## config.mk

```make
export PLATFORM = sky130hd
export DESIGN_NAME = pipe_stage_chain_flat
export DESIGN_NICKNAME = d
export VERILOG_FILES = /design/src/rtl/pipe_stage_chain_if.sv /design/src/rtl/pipe_stage_chain.sv /design/src/flat_wrapper.sv
export SDC_FILE = /design/constraint.sdc
export NUM_CORES = 1
export LEC_CHECK = 0
export BUFFER_PORTS_ARGS = -buffer_cell sky130_fd_sc_hd__buf_2
export CORE_UTILIZATION = 36
export CTS_BUF_LIST = sky130_fd_sc_hd__clkbuf_2 sky130_fd_sc_hd__clkbuf_4 sky130_fd_sc_hd__clkbuf_8
export DETAILED_ROUTE_END_ITERATION = 10
export PLACE_DENSITY = 0.66
export SLEW_MARGIN = 20
export SYNTH_ARGS = -nofsm -noshare
export SYNTH_HDL_FRONTEND = slang
export SYNTH_SLANG_ARGS = --single-unit
export TNS_END_PERCENT = 50
```

## constraint.sdc

```tcl
create_clock -name clk -period 2.5 [get_ports clk]
set_clock_uncertainty 0.1 [all_clocks]
set_input_delay 0.25 -clock clk [delete_from_list [all_inputs] [get_ports clk]]
set_output_delay 0.25 -clock clk [all_outputs]
set_load 0.01 [all_outputs]
```

## src/rtl/pipe_stage_chain_if.sv

```systemverilog
`default_nettype none
// ============================================================================
// Module   : pipe_stage_chain_if
// Brief    : Handshake, stall and flush bundle for the elastic stage chain.
// Revision : 1.0 - initial release
// ============================================================================
interface pipe_stage_chain_if #(
  parameter int WIDTH = 16,
  parameter int DEPTH = 3
);
  localparam int OCC_W = $clog2(DEPTH + 1);

  logic                 hold;
  logic [DEPTH-1:0]     flush_mask;
  logic                 in_valid;
  logic                 in_ready;
  logic [WIDTH-1:0]     in_data;
  logic                 out_valid;
  logic                 out_ready;
  logic [WIDTH-1:0]     out_data;
  logic [DEPTH-1:0]     stage_valid;
  logic [OCC_W-1:0]     occupancy;

  modport master (
    output hold, flush_mask, in_valid, in_data, out_ready,
    input  in_ready, out_valid, out_data, stage_valid, occupancy
  );

  modport slave (
    input  hold, flush_mask, in_valid, in_data, out_ready,
    output in_ready, out_valid, out_data, stage_valid, occupancy
  );
endinterface
`default_nettype wire

```

## src/rtl/pipe_stage_chain.sv

```systemverilog
`default_nettype none
// ============================================================================
// Module   : pipe_stage_chain
// Brief    : Elastic DEPTH-stage pipeline register chain with valid/ready,
//            bubble collapsing, global hold and per-stage flush.
// Revision : 1.0 - initial release
// ============================================================================
module pipe_stage_chain #(
  parameter int WIDTH      = 16,
  parameter int DEPTH      = 3,
  parameter bit CLEAR_DATA = 1'b1
) (
  input  logic              clk,
  input  logic              rst_n,
  pipe_stage_chain_if.slave bus
);
  localparam int OCC_W = $clog2(DEPTH + 1);

  logic [DEPTH-1:0]             r_v;
  logic [DEPTH-1:0][WIDTH-1:0]  r_data;
  logic [OCC_W-1:0]             r_occ;

  logic [DEPTH-1:0]             w_en;
  logic [DEPTH-1:0]             w_pv;
  logic [DEPTH-1:0][WIDTH-1:0]  w_pd;
  logic [DEPTH-1:0]             w_v_nxt;
  logic [DEPTH-1:0][WIDTH-1:0]  w_d_nxt;
  logic [OCC_W-1:0]             w_occ_nxt;

  // A flushed predecessor presents valid=0 so its payload never propagates.
  for (genvar i = 0; i < DEPTH; i++) begin : g_stage
    if (i == 0) begin : g_head
      assign w_pv[i] = bus.in_valid;
      assign w_pd[i] = bus.in_data;
    end else begin : g_body
      assign w_pv[i] = r_v[i-1] & ~bus.flush_mask[i-1];
      assign w_pd[i] = r_data[i-1];
    end
  end

  always_comb begin
    w_en[DEPTH-1] = ~r_v[DEPTH-1] | bus.out_ready;
    for (int i = DEPTH - 2; i >= 0; i--) begin
      w_en[i] = ~r_v[i] | w_en[i+1];
    end

    w_v_nxt   = r_v;
    w_d_nxt   = r_data;
    w_occ_nxt = '0;
    for (int i = 0; i < DEPTH; i++) begin
      if (bus.flush_mask[i]) begin
        w_v_nxt[i] = 1'b0;
        if (CLEAR_DATA) begin
          w_d_nxt[i] = '0;
        end
      end else if (!bus.hold && w_en[i]) begin
        w_v_nxt[i] = w_pv[i];
        w_d_nxt[i] = w_pd[i];
      end
      w_occ_nxt = w_occ_nxt + OCC_W'(w_v_nxt[i]);
    end
  end

  always_ff @(posedge clk) begin
    if (!rst_n) begin
      r_v    <= '0;
      r_data <= '0;
      r_occ  <= '0;
    end else begin
      r_v    <= w_v_nxt;
      r_data <= w_d_nxt;
      r_occ  <= w_occ_nxt;
    end
  end

  assign bus.in_ready    = w_en[0] & ~bus.hold & ~bus.flush_mask[0];
  assign bus.out_valid   = r_v[DEPTH-1] & ~bus.hold & ~bus.flush_mask[DEPTH-1];
  assign bus.out_data    = r_data[DEPTH-1];
  assign bus.stage_valid = r_v;
  assign bus.occupancy   = r_occ;
endmodule
`default_nettype wire

```

## src/flat_wrapper.sv

```systemverilog
// flat-port wrapper written by rule: the top's interface ports become plain ports
module pipe_stage_chain_flat 
#(
  parameter int WIDTH      = 16,
  parameter int DEPTH      = 3,
  parameter bit CLEAR_DATA = 1'b1
)
  (clk, rst_n, bus_hold, bus_flush_mask, bus_in_valid, bus_in_data, bus_out_ready, bus_in_ready, bus_out_valid, bus_out_data, bus_stage_valid, bus_occupancy);
  pipe_stage_chain_if #(.WIDTH(WIDTH), .DEPTH(DEPTH)) bus_i ();
  input  logic clk;
  input  logic rst_n;
  input wire logic [$bits(bus_i.hold)-1:0] bus_hold;
  input wire logic [$bits(bus_i.flush_mask)-1:0] bus_flush_mask;
  input wire logic [$bits(bus_i.in_valid)-1:0] bus_in_valid;
  input wire logic [$bits(bus_i.in_data)-1:0] bus_in_data;
  input wire logic [$bits(bus_i.out_ready)-1:0] bus_out_ready;
  output wire logic [$bits(bus_i.in_ready)-1:0] bus_in_ready;
  output wire logic [$bits(bus_i.out_valid)-1:0] bus_out_valid;
  output wire logic [$bits(bus_i.out_data)-1:0] bus_out_data;
  output wire logic [$bits(bus_i.stage_valid)-1:0] bus_stage_valid;
  output wire logic [$bits(bus_i.occupancy)-1:0] bus_occupancy;
  assign bus_i.hold = bus_hold;
  assign bus_i.flush_mask = bus_flush_mask;
  assign bus_i.in_valid = bus_in_valid;
  assign bus_i.in_data = bus_in_data;
  assign bus_i.out_ready = bus_out_ready;
  assign bus_in_ready = bus_i.in_ready;
  assign bus_out_valid = bus_i.out_valid;
  assign bus_out_data = bus_i.out_data;
  assign bus_stage_valid = bus_i.stage_valid;
  assign bus_occupancy = bus_i.occupancy;
  pipe_stage_chain #(.WIDTH(WIDTH), .DEPTH(DEPTH), .CLEAR_DATA(CLEAR_DATA)) u_core (.clk(clk), .rst_n(rst_n), .bus(bus_i));
endmodule
```

==> results of run 1 <==
## sequential cells by signal, indices dropped and copies added (netlist names)
name                    count
u_core.r_data              32
u_core.bus.out_data        16
u_core.bus.stage_valid      3
u_core.bus.occupancy        2
## metrics by stage
step           cell area, um2  total power [mW]
2_1_floorplan            2450             0.950
6_report                 2620              1.43
3_3_place_gp             2540             0.981
3_5_place_dp             2540             0.983
5_1_grt                  2620              1.50
4_1_cts                  2620              1.45
## layer usage
layer / track usage / routed length, um / vias to the layer above
met2: 0.186 / 1960 / 48
met3: 0.0315 / 197 / 2
met5: 0 / 0 / -
met1: 0.226 / 2660 / 809
met4: 0.0416 / 23 / 0
li1: - / - / 989
## area by class of cell
| cell class | instances | area (um2) | share of cell area |
|---|---|---|---|
| Inverter | 4 | 15.0 | 0.00573 |
| Clock buffer | 6 | 76.3 | 0.0291 |
| Clock inverter | 2 | 10.0 | 0.00382 |
| Timing Repair Buffer | 52 | 275 | 0.105 |
| Sequential cell | 53 | 1060 | 0.405 |
| Tap cell | 77 | 96.3 | 0.0367 |
| Multi-Input combinational cell | 169 | 1090 | 0.415 |
## power by group
group	leakage, nW	internal [mW]	total [mW]	switching [mW]
Clock	0.0484	0.206	0.472	0.266
Combinational	0.501	0.0336	0.0998	0.0663
Sequential	0.429	0.856	0.863	0.00756
Total	0.978	1.09	1.43	0.340
## cell usage in the layout, fill, tap and decap left out, drive strengths merged
| cell type | n |
|---|---|
| a211oi | 2 |
| a21boi | 1 |
| a21oi | 18 |
| and2 | 2 |
| and2b | 1 |
| and3b | 1 |
| and4b | 1 |
| buf | 52 |
| clkbuf | 6 |
| clkinv | 3 |
| dfxtp | 53 |
| fa | 1 |
| inv | 3 |
| nand2 | 33 |
| nand2b | 2 |
| nand3 | 17 |
| nor2 | 2 |
| nor2b | 3 |
| nor3 | 2 |
| nor3b | 1 |
| o211ai | 32 |
| o21ai | 18 |
| o31ai | 32 |
## path summary, 6_finish.rpt
check	from	endpoint	slack (ns)	depth (start not counted)
setup / recovery	u_core.bus.stage_valid[2]$_SDFF_PN0_	bus_in_ready	0.59	4
hold / removal	bus_flush_mask[2]	u_core.bus.stage_valid[2]$_SDFF_PN0_	0.07	2
setup reg to reg	u_core.bus.stage_valid[2]$_SDFF_PN0_	u_core.bus.occupancy[0]$_SDFF_PN0_	0.64	5
hold reg to reg	u_core.r_data[3]$_SDFFE_PP0N_	u_core.r_data[19]$_SDFFE_PP0N_	0.36	2
## worst max-delay path, cell delays in order, from the launching register on
cell and delay, ns:
dfxtp_1 0.41, and4b_1 0.23, buf_4 0.38, nor3_1 0.09, buf_2 0.16
## cell families after synthesis
logic type,Yosys count
simple gates,65
compound gates,103
flops,53
fa+ha+maj,1
buf+inv,52
==> metrics.yaml, run 1 <==
synth_top_cell_area_share: 0.433
rows: 29
drt_wl_total_um: 4840
h-tree-depth: 2
worstMarginPinSlew_ns: 0.794
dp_cells: 355
hp-class: "primary input to flop"
vias: 1848
cp_max_fo: 33
via_per_inst: 5.09
ys_async_sr_fraction: 0
cts_tree: "yes"
yosysTopAreaCell: "dfxtp_1"
die_x_um: 84.5
path_clk_slew_ns: 0.08
finalNonFillerCells: 363
status: "finished, final reports clean"
ir_worst_vdd_mv: 0.336
clkSinkCount: 53
first_global_vias: 1641
antenna_found_initial: 0
dr.pass1.iters: 4
synth.most_common_cell: "dfxtp_1"
worstSetupPathType: "flop to output port"
num-fill-cells: 693
synthAdderAreaFrac: 0.00818
final.setup.worst_slack_ns: 0.588
synth_xor_area_frac: 0
cp-start-kind: "flop"
synth.distinct_cells: 29
fin_crit_ns: 1.91
crit_required_ns: 2.15
finalCritPeriodShare: 0.765
hpwl_um: 3260
drv_cap: 0
synth_area_leaders: "dfxtp_1, o211ai_1, o31ai_1, buf_4, nand2_1"
postCtsHoldBufs: 0
synth_ff_type: "dfxtp_1"
ys_warn_count: 0
grt_pass1_wl_um: 8260
seq_area_frac_synth: 0.433
synth_top_family_by_area: "compound AO/OA/AOI/OAI gates"
synth_seq_cells: 53
drtAntennaViolNets: 0
clockRootBuffer: "clkbuf_8"
cts_resized: 0
drc: 0
netlist_area_um2: 2450
place_congestion: 0.792
post_drt_wl_per_cell_um: 13.3
finalSetupTns_ns: 0
gr-total-overflow: 0
clk_path_buf_depth: 2
max_freq_mhz: 523
first_iter_violations: 136
muxShareOfSynthArea: 0
slew_headroom: 0.471
syn_nets: 299
pin_count: 47
finalHoldViolations: 0
areaGrowthSynthToFinish_pct: 7.10
numCtsBuffers: 5
core_area_um2: 6460
nets: 310
synth-edff-count: 0
cts_setup_buffers: 0
pre_cts_slack_ns: 0.603
finalSetupViolCount: 0
grt_setup_unrepaired: "no"
synthCells: 274
grt_max_degree: 81
die_h_um: 84.5
diodes: 0
yosys.area_share.simple: 0.125
synth_compound_area_frac: 0.310
worst-endpoint-arrival_ns: 1.56
holdWs_ns: 0.0748
initial_utilization: 0.379
fp.dieArea_um2: 7140
worst_setup_path_end_kind: "output port"
power.leakage_nw: 0.978
drive_above_1_share: 0.273
finalCoreUtilization: 0.406
synth.top_cells.by_count: "dfxtp_1, nand2_1, o211ai_1, o31ai_1"
numPortBuffers: 46
gr-usage-all-layers: 0.142
clock_latency_ns: 0.30
pwr_density_cell_nw_per_um2: 547
synth.avg_cell_area_um2: 8.94
slew_viol_final: 0
Note: power is estimated with default switching activity, not from simulation.
==> run 2, diff against run 1 <==
--- a/config.mk
+++ b/config.mk
@@ -5,6 +5,7 @@
 export SDC_FILE = /design/constraint.sdc
 export NUM_CORES = 1
 export LEC_CHECK = 0
+export ABC_AREA = 1
 export BUFFER_PORTS_ARGS = -buffer_cell sky130_fd_sc_hd__buf_2
 export CORE_UTILIZATION = 36
 export CTS_BUF_LIST = sky130_fd_sc_hd__clkbuf_2 sky130_fd_sc_hd__clkbuf_4 sky130_fd_sc_hd__clkbuf_8
==> constraint.sdc (replaced) <==
create_clock -name clk -period 1.9 [get_ports clk]
set_clock_uncertainty 0.1 [all_clocks]
set_input_delay 0.19 -clock clk [delete_from_list [all_inputs] [get_ports clk]]
set_output_delay 0.19 -clock clk [all_outputs]
set_load 0.01 [all_outputs]
==> run 2 against run 1 <==
- sequential share of layout area up 1.6 points
- first-iteration DRC count down 49%
- flip-flop and latch count unchanged
- synthesized cell count up 9.1%
- setup slack worse by 0.29 ns
- non-clock buffer count up 1
- routed wire length down 14%
- critical path depth up 3
- global-route usage down 0.28 points
- largest cell class is now registers
==> metrics.yaml, run 2 <==
yosysTopAreaCell: "dfxtp_1"
holdWs_ns: 0.00632
slew_viol_final: 0
h-tree-depth: 2
synth_seq_cells: 53
grt_setup_unrepaired: "no"
dr.pass1.iters: 4
synth_top_cell_area_share: 0.471
cts_resized: 0
finalCoreUtilization: 0.421
synthCells: 299
largest_register: "u_core.r_data"
hpwl_um: 2950
synth-edff-count: 0
netlist_area_um2: 2250
power.leakage_nw: 1.11
pin_count: 47
numPortBuffers: 46
diodes: 0
grt_max_degree: 50
ys_async_sr_fraction: 0
clk_path_buf_depth: 2
nets: 352
drv_cap: 0
ir_worst_vdd_mv: 0.284
drtAntennaViolNets: 0
synth.most_common_cell: "nand2_1"
use_met3: 0.0337
use_met2: 0.218
use_met1: 0.188
via_per_inst: 4.46
crit_required_ns: 2.01
cp-startpoint: "u_core.bus.stage_valid[2]$_SDFF_PN0_"
drc: 0
finalCritPeriodShare: 0.843
cts_setup_buffers: 0
largest_reg_flops: 32
pwr_density_cell_nw_per_um2: 760
power.total_mw: 1.92
post_drt_wl_per_cell_um: 10.4
numCtsBuffers: 5
finalSetupTns_ns: 0
final_area_um2: 2520
clkSinkCount: 53
cts_tree: "yes"
drive_above_1_share: 0.207
reg2reg_slack_ns: 0.30
vias: 1796
seq_area_frac_synth: 0.471
clock_latency_ns: 0.30
placedInstanceArea_um2: 2440
fin_crit_ns: 1.60
finalSetupViolCount: 0
ys_warn_count: 0
worstSetupPathType: "flop to flop"
path_clk_slew_ns: 0.09
place_congestion: 0.805
cp-start-kind: "flop"
drt_wl_total_um: 4170
areaGrowthSynthToFinish_pct: 11.9
gr-usage-all-layers: 0.139
layout_common_cells: "nand2_1, dfxtp_1, buf_2"
hp-class: "primary input to flop"
first_iter_violations: 70
grt_pass1_wl_um: 7200
die_x_um: 81.1
gr-total-overflow: 0
postCtsHoldBufs: 0
min-delay-start: "rst_n"
antenna_found_initial: 0
syn_nets: 324
synth.top_cells.by_count: "nand2_1, dfxtp_1, a21oi_1, nand3_1, inv_1"
initial_utilization: 0.376
synth_area_leaders: "dfxtp_1, nand2_1, a21oi_1, nand3_1, buf_4"
synth.distinct_cells: 22
synth_ff_type: "dfxtp_1"
finalHoldViolations: 0
layout_commonest_cell: "nand2_1"
rows: 28
cp_max_fo: 5
clockRootBuffer: "clkbuf_8"
fp.dieArea_um2: 6580
status: "finished, final reports clean"
first_global_vias: 1611
worst-endpoint-arrival_ns: 1.71
die_h_um: 81.1
max_freq_mhz: 624
worst_setup_path_end_kind: "flop"
r2r_start: "u_core.bus.stage_valid[2]$_SDFF_PN0_"
slew_headroom: 0.358
worstMarginPinSlew_ns: 0.959
grt_most_used_layer: "met2"
synth.avg_cell_area_um2: 7.54
core_area_um2: 5990
run 2: cell count changes after synthesis, sizes merged, moves of 3 or more:
cell    before  now
nand2       33   73
o211ai      32    0
o31ai       32    0
inv          3   26
nor2         2   22
a21oi       18   36
nand3       17   35
o21ai       18    2
a21boi       1   16
buf         39   29
clkbuf       9    3
nor2b        3    0
run 2: worst max-delay path: stages (launching register included):
cell	delay [ns]
dfxtp_1	0.37
inv_2	0.11
o21ai_4	0.06
o21ai_0	0.24
inv_1	0.09
fa_1	0.43
nand2_1	0.08
inv_1	0.03
run 2: worst paths after layout:
check / endpoint / cells after the start
min reg2reg: u_core.bus.out_data[12]$_SDFFE_PP0N_ / 2
min: u_core.bus.occupancy[1]$_SDFF_PN0_ / 3
max: u_core.bus.occupancy[0]$_SDFF_PN0_ / 7
max reg2reg: u_core.bus.occupancy[0]$_SDFF_PN0_ / 7
run 2: cells by family after synthesis:
kind of cell,synth area share
DFF,0.471
and+or+nand+nor,0.247
adders and majority gates,0.00888
buffers and inverters,0.129
AOI/OAI and AO/OA,0.144
run 2: metal layers:
layer / wire length, um / vias to the layer above
met4: 25 / 0
met3: 202 / 2
met2: 1730 / 42
met5: 0 / -
li1: - / 991
met1: 2210 / 761
run 2: power breakdown:
| group | total, mW | internal (mW) | switching [mW] |
|---|---|---|---|
| logic | 0.165 | 0.0678 | 0.0973 |
| clock network | 0.608 | 0.255 | 0.353 |
| registers | 1.14 | 1.13 | 0.0128 |
run 2: layout make-up:
cell class / instances / area [um2]
clock inverter: 3 / 17.5
multi-input combinational: 188 / 902
fill: 648 / 3470
timing repair buffer: 53 / 283
tap: 75 / 93.8
inverter: 26 / 97.6
sequential: 53 / 1060
clock buffer: 5 / 68.8
run 2: metrics by stage:
| stage | cells | setup slack [ns] |
|---|---|---|
| after floorplan | 299 | 0.127 |
| after global placement | 395 | 0.372 |
| after detailed placement | 395 | 0.303 |
| after CTS | 403 | 0.287 |
| after global routing | 403 | 0.141 |
| final | 403 | 0.298 |
